## src/rtl/decoder_scan_seq.sv

```systemverilog
// Registered one-hot decoder with a dwell-timed scan mode for row/strobe selection.
// Optional macro DEC_SKIP_MASK_EN adds i_skip_mask to choose which indices the scan visits.
module decoder_scan_seq #(
   parameter int unsigned SEL_W = 3,
   parameter int unsigned DWELL = 4,
   localparam int unsigned OUT_W = 2**SEL_W
) (
   input  logic             i_clk,
   input  logic             i_rst,
   input  logic             i_en,
   input  logic             i_mode,
   input  logic [SEL_W-1:0] i_in,
`ifdef DEC_SKIP_MASK_EN
   input  logic [OUT_W-1:0] i_skip_mask,
`endif
   output logic [OUT_W-1:0] o_out,
   output logic [SEL_W-1:0] o_idx,
   output logic             o_active,
   output logic             o_wrap
);

   localparam int unsigned CNT_W = $clog2(DWELL) + 1;

   typedef enum logic [1:0] {StIdle, StDirect, StScan} state_e;

   state_e           r_state, w_state_d;
   logic [OUT_W-1:0] r_out, w_out_d;
   logic [SEL_W-1:0] r_idx, w_idx_d;
   logic [CNT_W-1:0] r_dwell, w_dwell_d;
   logic             r_active, r_wrap, w_wrap_d;

   // Index the scan moves to at the end of a dwell period.
   logic [SEL_W-1:0] w_adv_idx;
   logic             w_adv_found;
   logic             w_adv_wrap;

`ifdef DEC_SKIP_MASK_EN
   logic [SEL_W-1:0] w_cand;

   // Nearest enabled index after r_idx; distance OUT_W lands back on r_idx itself.
   always_comb begin
      w_adv_idx   = r_idx;
      w_adv_found = 1'b0;
      w_cand      = r_idx;
      for (int unsigned d = 1; d <= OUT_W; d++) begin
         w_cand = r_idx + SEL_W'(d);
         if (!w_adv_found && i_skip_mask[w_cand]) begin
            w_adv_idx   = w_cand;
            w_adv_found = 1'b1;
         end
      end
      w_adv_wrap = w_adv_found && (w_adv_idx <= r_idx);
   end
`else
   assign w_adv_idx   = r_idx + SEL_W'(1);
   assign w_adv_found = 1'b1;
   assign w_adv_wrap  = (r_idx == SEL_W'(OUT_W - 1));
`endif

   always_comb begin
      w_state_d = r_state;
      w_out_d   = r_out;
      w_idx_d   = r_idx;
      w_dwell_d = r_dwell;
      w_wrap_d  = 1'b0;
      if (!i_en) begin
         w_state_d = StIdle;
         w_out_d   = '0;
         w_dwell_d = '0;
      end else if (r_state == StScan && i_mode) begin
         if (r_dwell == CNT_W'(DWELL - 1)) begin
            w_dwell_d = '0;
            if (w_adv_found) begin
               w_idx_d  = w_adv_idx;
               w_out_d  = OUT_W'(1) << w_adv_idx;
               w_wrap_d = w_adv_wrap;
            end else begin
               w_out_d = '0;
            end
         end else begin
            w_dwell_d = r_dwell + CNT_W'(1);
         end
      end else begin
         // Entry into DIRECT or SCAN, or a DIRECT refresh: both load from i_in.
         w_state_d = i_mode ? StScan : StDirect;
         w_out_d   = OUT_W'(1) << i_in;
         w_idx_d   = i_in;
         w_dwell_d = '0;
      end
   end

   always_ff @(posedge i_clk) begin
      if (i_rst) begin
         r_state  <= StIdle;
         r_out    <= '0;
         r_idx    <= '0;
         r_dwell  <= '0;
         r_active <= 1'b0;
         r_wrap   <= 1'b0;
      end else begin
         r_state  <= w_state_d;
         r_out    <= w_out_d;
         r_idx    <= w_idx_d;
         r_dwell  <= w_dwell_d;
         r_active <= |w_out_d;
         r_wrap   <= w_wrap_d;
      end
   end

   assign o_out    = r_out;
   assign o_idx    = r_idx;
   assign o_active = r_active;
   assign o_wrap   = r_wrap;

endmodule

```

## config.mk

```make
export PLATFORM = sky130hd
export DESIGN_NAME = decoder_scan_seq
export DESIGN_NICKNAME = d
export VERILOG_FILES = /design/src/rtl/decoder_scan_seq.sv
export SDC_FILE = /design/constraint.sdc
export NUM_CORES = 1
export LEC_CHECK = 0
export CAP_MARGIN = 5
export CORE_UTILIZATION = 35
export CTS_CLUSTER_SIZE = 20
export DETAILED_ROUTE_END_ITERATION = 6
export HOLD_SLACK_MARGIN = 0.15
export PLACE_DENSITY = 0.69
export SLEW_MARGIN = 20
export SYNTH_ARGS = -nofsm -noshare
export SYNTH_HDL_FRONTEND = slang
export SYNTH_SLANG_ARGS = --single-unit
```

## constraint.sdc

```tcl
create_clock -name i_clk -period 2.8 [get_ports i_clk]
set_clock_uncertainty 0.2 [all_clocks]
set_input_delay 0.56 -clock i_clk [delete_from_list [all_inputs] [get_ports i_clk]]
set_output_delay 0.56 -clock i_clk [all_outputs]
set_load 0.01 [all_outputs]
```

Word-level counts from Yosys, hierarchy flattened
Index checks and enable logic that the tools add are counted.
{"block": "classes", "n_addsub": 2, "eq_ne": 4, "shifts": 2, "mux": 6, "bitwise": 3, "reduce_logical": 6}
{"operator": "8-bit 2-to-1 mux", "count": 3}
{"operator": "1-bit by 3-bit << shifter with 8-bit output (first input constant)", "count": 2}
{"operator": "4-bit OR reduction", "count": 2}
{"operator": "8-bit OR reduction", "count": 1}
{"operator": "3-bit by 1-bit adder with 3-bit output (second input constant)", "count": 2}
{"operator": "3-bit 2-to-1 mux", "count": 2}
{"operator": "3-bit by 2-bit == test with 1-bit output (second input constant)", "count": 1}
{"operator": "3-bit == test (second input constant)", "count": 1}
{"operator": "1-bit NOT", "count": 3}
{"operator": "2-bit == test (second input constant)", "count": 1}
{"operator": "2-bit 2-to-1 mux", "count": 1}
{"operator": "2-bit by 1-bit != test with 1-bit output (second input constant)", "count": 1}
{"operator": "2-bit AND reduction", "count": 1}
{"operator": "2-bit OR reduction", "count": 1}
{"operator": "1-bit logical AND", "count": 1}
{"block": "totals", "regBits": 18, "in_bits": 7, "out_inout_bits": 13, "wordCells": 29}

Longest topological paths before layout
Gate-level depths: netlist (run 1).
{"block": "logic_depth", "ltp_word": 6, "depth_mapped": 8, "mapped_depth_nobuf": 6}

Least setup slack after synthesis (run 1)
No wires, ideal clock.
{"block": "synth_path", "path_kind": "register to register", "startpoint": "register r_idx[0] (netlist: o_idx[0])", "endpoint": "register r_active (netlist: o_active)", "setup_ps": 138, "arrival_ps": 1634, "required_time_ps": 2462, "slack_ps": 828, "path_stages_with_launch": 8, "path_buffers": 1, "period_less_slack_ps": 1972, "cell_sequence": "dfxtp_1 -> ha_1 -> ha_1 -> buf_4 -> nand3b_1 -> a21oi_1 -> o41ai_2 -> a41oi_2"}
{"block": "synth_via", "elab_chain_cells": 6}
{"element": "start: declaration", "line": "28", "rtl": "logic [SEL_W-1:0] r_idx, w_idx_d;"}
{"element": "start signal: assignment", "line": "103", "rtl": "r_idx <= w_idx_d;"}
{"element": "3-bit by 1-bit adder with 3-bit output", "line": "55", "rtl": "assign w_adv_idx = r_idx + SEL_W'(1);"}
{"element": "1-bit by 3-bit << shifter with 8-bit output", "line": "75", "rtl": "w_out_d = OUT_W'(1) << w_adv_idx;"}
{"element": "8-bit 2-to-1 mux", "line": "71", "rtl": "if (r_dwell == CNT_W'(DWELL - 1)) begin"}
{"element": "8-bit 2-to-1 mux", "line": "70", "rtl": "end else if (r_state == StScan && i_mode) begin"}
{"element": "8-bit 2-to-1 mux", "line": "66", "rtl": "if (!i_en) begin"}
{"element": "8-bit OR reduction", "line": "105", "rtl": "r_active <= |w_out_d;"}
{"element": "end signal: assignment", "line": "105"}
{"element": "end: declaration", "line": "30", "rtl": "logic r_active, r_wrap, w_wrap_d;"}
No other way between the ends.
A chain may end at the register's enable or synchronous reset.

Worst setup path after layout (run 1)
{"block": "layout_path", "startpoint": "register r_dwell[0]", "endpoint": "register r_active (netlist: o_active)"}
{"block": "layout_via", "elab_chain_cells": 5}
{"element": "start: declaration", "line": "29", "rtl": "logic [CNT_W-1:0] r_dwell, w_dwell_d;"}
{"element": "start signal: assignment", "line": "104", "rtl": "r_dwell <= w_dwell_d;"}
{"element": "3-bit by 2-bit == test with 1-bit output", "line": "71"}
{"element": "8-bit 2-to-1 mux", "line": "71"}
{"element": "8-bit 2-to-1 mux", "line": "70"}
{"element": "8-bit 2-to-1 mux", "line": "66"}
{"element": "8-bit OR reduction", "line": "105"}
No other way between the ends.

==> flow_summary.json, run 1 <==
{
  "met2_usage_pct": 25.1,
  "synthesis.area_mm2": 0.00109,
  "grt_pass1_vias": 912,
  "cp_data_required_time_ns": 2.77,
  "cts_made_buffers": 3,
  "ys_warn_count": 0,
  "grt_start_max_net_pins": 22,
  "clockBufferDepth": 2,
  "crit_path_end_kind": "flop",
  "r2r-end": "o_active",
  "synthesis.nets": 136,
  "cts-resized-gates": 0,
  "yosys-top-cells-area": "dfxtp_1 (33%), ha_1 (9.2%), a21oi_1 (4.1%)",
  "routedWlPerCell_um": 14.2,
  "die_area_mm2": 0.00334,
  "register_area_um2": 360,
  "dpl-instance-area_mm2": 0.00123,
  "ios": 20,
  "nets": 150,
  "p_per_area_mw_per_mm2": 384,
  "final_cell_mix": "clkdlybuf4s50_1 (19), dfxtp_1 (18), nor2_1 (12)",
  "dp_cells": 161,
  "fin_crit_ns": 2.25,
  "setup_viol": 0,
  "max_clock_freq_mhz": 444,
  "io_buffers": 19,
  "drc": 0,
  "worst_slew_pin_slew_ns": 0.655,
  "synth_cells": 121,
  "ctsHoldBuffers": 0,
  "syn_to_final_growth_pct": 15.3,
  "crit_type": "reg -> reg",
  "drv_cap": 0,
  "ant_nets": 0,
  "syn_area_per_cell_um2": 9.01,
  "cts_setup_buffers": 0,
  "fill_cells": 290,
  "status": "finished, final reports clean",
  "num_antenna_cells": 0,
  "grt_pass1_wl_um": 3860,
  "multi_input_area_um2": 607,
  "yosysUniqueCellTypes": 36,
  "num_vias": 925,
  "cts_tree": "done",
  "design_area_mm2": 0.00126,
  "path_clk_slew_ns": 0.10,
  "grt_overflow_total": 0,
  "cts.sinks": 18,
  "worstHoldEndpoint": "r_dwell[0]",
  "fin_util_pct": 44.0,
  "ir_worst_vdd_uv": 383,
  "first_iter_violations": 30,
  "htree_levels": 1,
  "yosys.area.top_type_share_pct": 33.1,
  "grt.busiest_layer": "met2",
  "die_w_um": 57.8,
  "synth_top_cell_by_area": "dfxtp_1",
  "finalHoldViolations": 0,
  "wl_um": 2330,
  "stdcell_count": 164,
  "slew_viol_final": 0,
  "vias_per_cell": 5.64,
  "worstSkewPairLatency_ns": 0.29,
  "slew_headroom_pct": 56.3,
  "final_common_cell": "clkdlybuf4s50_1",
  "grt.total_usage_pct": 15.1,
  "fin_crit_sh_pct": 80.4,
  "initial_core_util_pct": 38.2,
  "dp_hpwl_um": 1680,
  "r2r_start": "r_dwell[0]",
  "whs_path_depth": 1,
  "synth_seq_cells": 18,
  "dr.pass1.iters": 4,
  "grt.met3_usage_pct": 5.13,
  "start_kind": "flop",
  "leakage_nw": 0.440,
  "use_met1_pct": 18.1,
  "rsz0062_at_grt": "false",
  "tns_ns": 0,
  "root_buffer": "clkbuf_4",
  "rr_worst_depth": 6,
  "hp-class": "reg -> reg",
  "die_y_um": 57.8,
  "reg2reg_slack_ns": 0.55,
  "gp_congestion": 0.846,
  "layout-drive-gt1-share_pct": 12.8,
  "core_area_mm2": 0.00285,
  "arrival_ns": 2.22,
  "seq_area_frac_synth_pct": 33.1,
  "worstHoldStart": "r_dwell[0]",
  "num_rows": 19,
  "antenna_found_initial": 0,
  "critPathMaxFanout": 21
}
[Yosys cell counts, drive strengths merged]
cell type  number
and3b           1
a311oi          2
nor4b           3
nor2           15
o211ai          1
buf            11
nand2b          6
o41ai           1
or3             1
ha              8
dfxtp          18
a21oi           9
nand2           8
nand4b          1
o221ai          1
nor4            3
nand3b          5
o21ai           7
mux2i           1
nand3           5
nor3            2
and4b           1
inv             8
o21a            1
a41oi           2
[worst max-delay path, cell delays in order (launching register included)]
cell	delay, ns
dfxtp_1	0.36
ha_1	0.16
ha_1	0.57
nand2b_1	0.20
a21oi_1	0.09
o41ai_2	0.39
a41oi_2	0.16
[where the power goes]
part           internal [mW]  switching, mW  leakage (nW)
Combinational         0.0400         0.0427         0.280
Clock                 0.0501         0.0790        0.0138
Sequential             0.264        0.00703         0.147
Total                  0.354          0.129         0.440
[worst max path at each step]
stage / startpoint / endpoint / slack (ns) / depth (start not counted)
after global placement: i_mode / o_active / 0.48 / 5
final: r_dwell[0] / o_active / 0.55 / 6
after global routing: r_dwell[0] / o_active / 0.38 / 6
after CTS: r_dwell[0] / o_active / 0.53 / 6
after detailed placement: i_mode / o_active / 0.42 / 5
after floorplan: o_idx[0] / o_active / 0.83 / 7
[registers in the layout (all words and copies together), names as in the netlist]
register  flops
o_wrap        1
r_state       2
o_out         8
o_active      1
o_idx         3
r_dwell       3
[metrics by stage]
stage / power, mW / hold WS, ns / setup slack, ns
after floorplan: 0.334 / 0.209 / 0.828
after global placement: 0.356 / 0.217 / 0.478
after detailed placement: 0.358 / 0.223 / 0.421
after CTS: 0.486 / 0.239 / 0.532
after global routing: 0.506 / 0.272 / 0.377
final: 0.482 / 0.238 / 0.549
[final cells by class]
| class | instances | share of cell area, % |
|---|---|---|
| Clock buffer | 3 | 1.79 |
| Timing Repair Buffer | 20 | 15.7 |
| Tap cell | 31 | 3.09 |
| Multi-Input combinational cell | 84 | 48.3 |
| Inverter | 8 | 2.39 |
| Sequential cell | 18 | 28.7 |
[per-layer routing]
metal	share of wire [%]	routed length, um
met1	43	995
met2	50	1170
met3	5.5	128
met4	1.6	37
met5	0	0
[logic make-up (layout without fill, tap and decap cells)]
kind of cell	Yosys count	count (layout)	share of synthesized area [%]
AOI/OAI and AO/OA	24	24	15.3
adders and majority gates	8	8	9.19
buffers and inverters	19	31	11.3
DFF	18	18	33.1
muxes	1	1	0.919
and+or+nand+nor	51	51	30.3
No activity file was read; power rests on OpenSTA's default activity.
==> run 2, diff against run 1 <==
==> constraint.sdc (replaced) <==
create_clock -name i_clk -period 2.25 [get_ports i_clk]
set_clock_uncertainty 0.2 [all_clocks]
set_input_delay 0.45 -clock i_clk [delete_from_list [all_inputs] [get_ports i_clk]]
set_output_delay 0.45 -clock i_clk [all_outputs]
set_load 0.01 [all_outputs]
==> run 2 against run 1 <==
  * Sequential power rose by 24%
  * Sequential cell count did not move
  * Worst hold slack got worse by 0.0036 ns
  * Clock power rose by 54%
  * Die area did not move
  * Sequential share of layout area fell by 1.4 points
==> flow_summary.json, run 2 (same netlist as run 1, synthesis figures left out) <==
{
  "status": "finished, final reports clean",
  "crit_end": "o_active",
  "grt_pass1_wl_um": 3990,
  "pre_cts_ws_ns": 0.0918,
  "cts-resized-gates": 0,
  "die_w_um": 57.8,
  "ios": 20,
  "grt.total_usage_pct": 15.5,
  "cp_data_required_time_ns": 2.22,
  "htree_levels": 1,
  "num_vias": 934,
  "fin_crit_ns": 2.08,
  "rr_worst_depth": 6,
  "core_area_mm2": 0.00285,
  "setup_viol": 0,
  "layout-drive-gt1-share_pct": 17.7,
  "stdcell_count": 172,
  "worstHoldStart": "r_dwell[0]",
  "max_clock_freq_mhz": 481,
  "worst_slew_pin_slew_ns": 0.397,
  "final_common_cell": "clkdlybuf4s50_1",
  "setup_slack_ns": 0.173,
  "gp_congestion": 0.933,
  "nets": 157,
  "dr.pass1.iters": 5,
  "initial_core_util_pct": 38.2,
  "reg2reg_slack_ns": 0.17,
  "die_area_mm2": 0.00334,
  "critPathMaxFanout": 7,
  "r2r-end": "o_active",
  "root_buffer": "clkbuf_4",
  "arrival_ns": 2.05,
  "finalHoldViolations": 0,
  "drc": 0,
  "antenna_found_initial": 0,
  "grt_start_max_net_pins": 12,
  "start_kind": "flop",
  "rsz0062_at_grt": "false",
  "fin_crit_sh_pct": 92.3,
  "ant_nets": 0,
  "num_rows": 19,
  "crit_type": "reg -> reg",
  "r2r_start": "o_idx[0]",
  "io_buffers": 19,
  "drv_cap": 0,
  "final_cell_mix": "clkdlybuf4s50_1 (19), dfxtp_1 (18), nor2_1 (12)",
  "grt_overflow_total": 0,
  "dp_hpwl_um": 1770,
  "cts_made_buffers": 3,
  "worstSkewPairLatency_ns": 0.29,
  "routedWlPerCell_um": 13.6,
  "path_clk_slew_ns": 0.10,
  "cts.sinks": 18,
  "slew_viol_final": 0,
  "grt_pass1_vias": 876,
  "dp_cells": 168,
  "cts_tree": "done",
  "slew_headroom_pct": 73.2,
  "cts_setup_buffers": 0,
  "num_antenna_cells": 0,
  "largest_register_ffs": 8,
  "crit_path_end_kind": "flop",
  "syn_to_final_growth_pct": 21.4,
  "tns_ns": 0,
  "leakage_nw": 0.481,
  "crit_start": "o_idx[0]",
  "hp-class": "reg -> reg",
  "vias_per_cell": 5.43,
  "die_y_um": 57.8,
  "ctsHoldBuffers": 0,
  "p_per_area_mw_per_mm2": 489,
  "clockBufferDepth": 2,
  "first_iter_violations": 33,
  "ir_worst_vdd_uv": 204,
  "wl_um": 2350
}
[run 2: cell types whose count changed in the layout (fill, tap and decap cells not counted)]
cell | before | now
buf_4 | 1 | 8
clkbuf_8 | 0 | 1
[run 2: worst min-delay path by stage]
stage / to / slack, ns / cells past startpoint
global placement: r_dwell[0] / 0.22 / 1
global route: r_dwell[0] / 0.28 / 1
CTS: r_dwell[0] / 0.24 / 1
finish: r_dwell[0] / 0.23 / 1
detailed placement: r_dwell[0] / 0.22 / 1
floorplan: r_dwell[0] / 0.21 / 1
[run 2: where the power goes]
part / switching, mW / internal, mW
registers: 0.00899 / 0.328
logic: 0.0546 / 0.0554
clock network: 0.101 / 0.0987
[run 2: through the flow]
step                      hold slack, ns  power (mW)  instance area, um2  utilization, %
final                              0.234       0.646                1320            46.4
after global placement             0.216       0.451                1290            45.1
after detailed placement           0.221       0.453                1290            45.1
after floorplan                    0.209       0.416                1090               -
after CTS                          0.237       0.652                1320            46.4
after global routing               0.277       0.678                1320            46.4
[run 2: routing by layer]
layer,share of wire [%],routed length (um),vias to the layer above,track usage (%)
met3,6.1,144,8,2.46
met4,2.2,51,0,7.82
li1,-,-,459,-
met2,45,1070,41,24.8
met1,46,1080,426,20.3
met5,0,0,-,0
[run 2: layout make-up]
type,count,area (um2)
flip-flops and latches,18,360
well taps,31,38.8
clock buffers,4,36.3
inverters,8,30.0
repair buffers,27,250
multi-input cells,84,607
fillers,276,1530
[run 2: critical path: stages, from the launching register on]
cell,delay (ns)
dfxtp_1,0.39
ha_1,0.22
ha_1,0.34
nand3b_1,0.14
a21oi_1,0.10
o41ai_2,0.39
a41oi_2,0.17
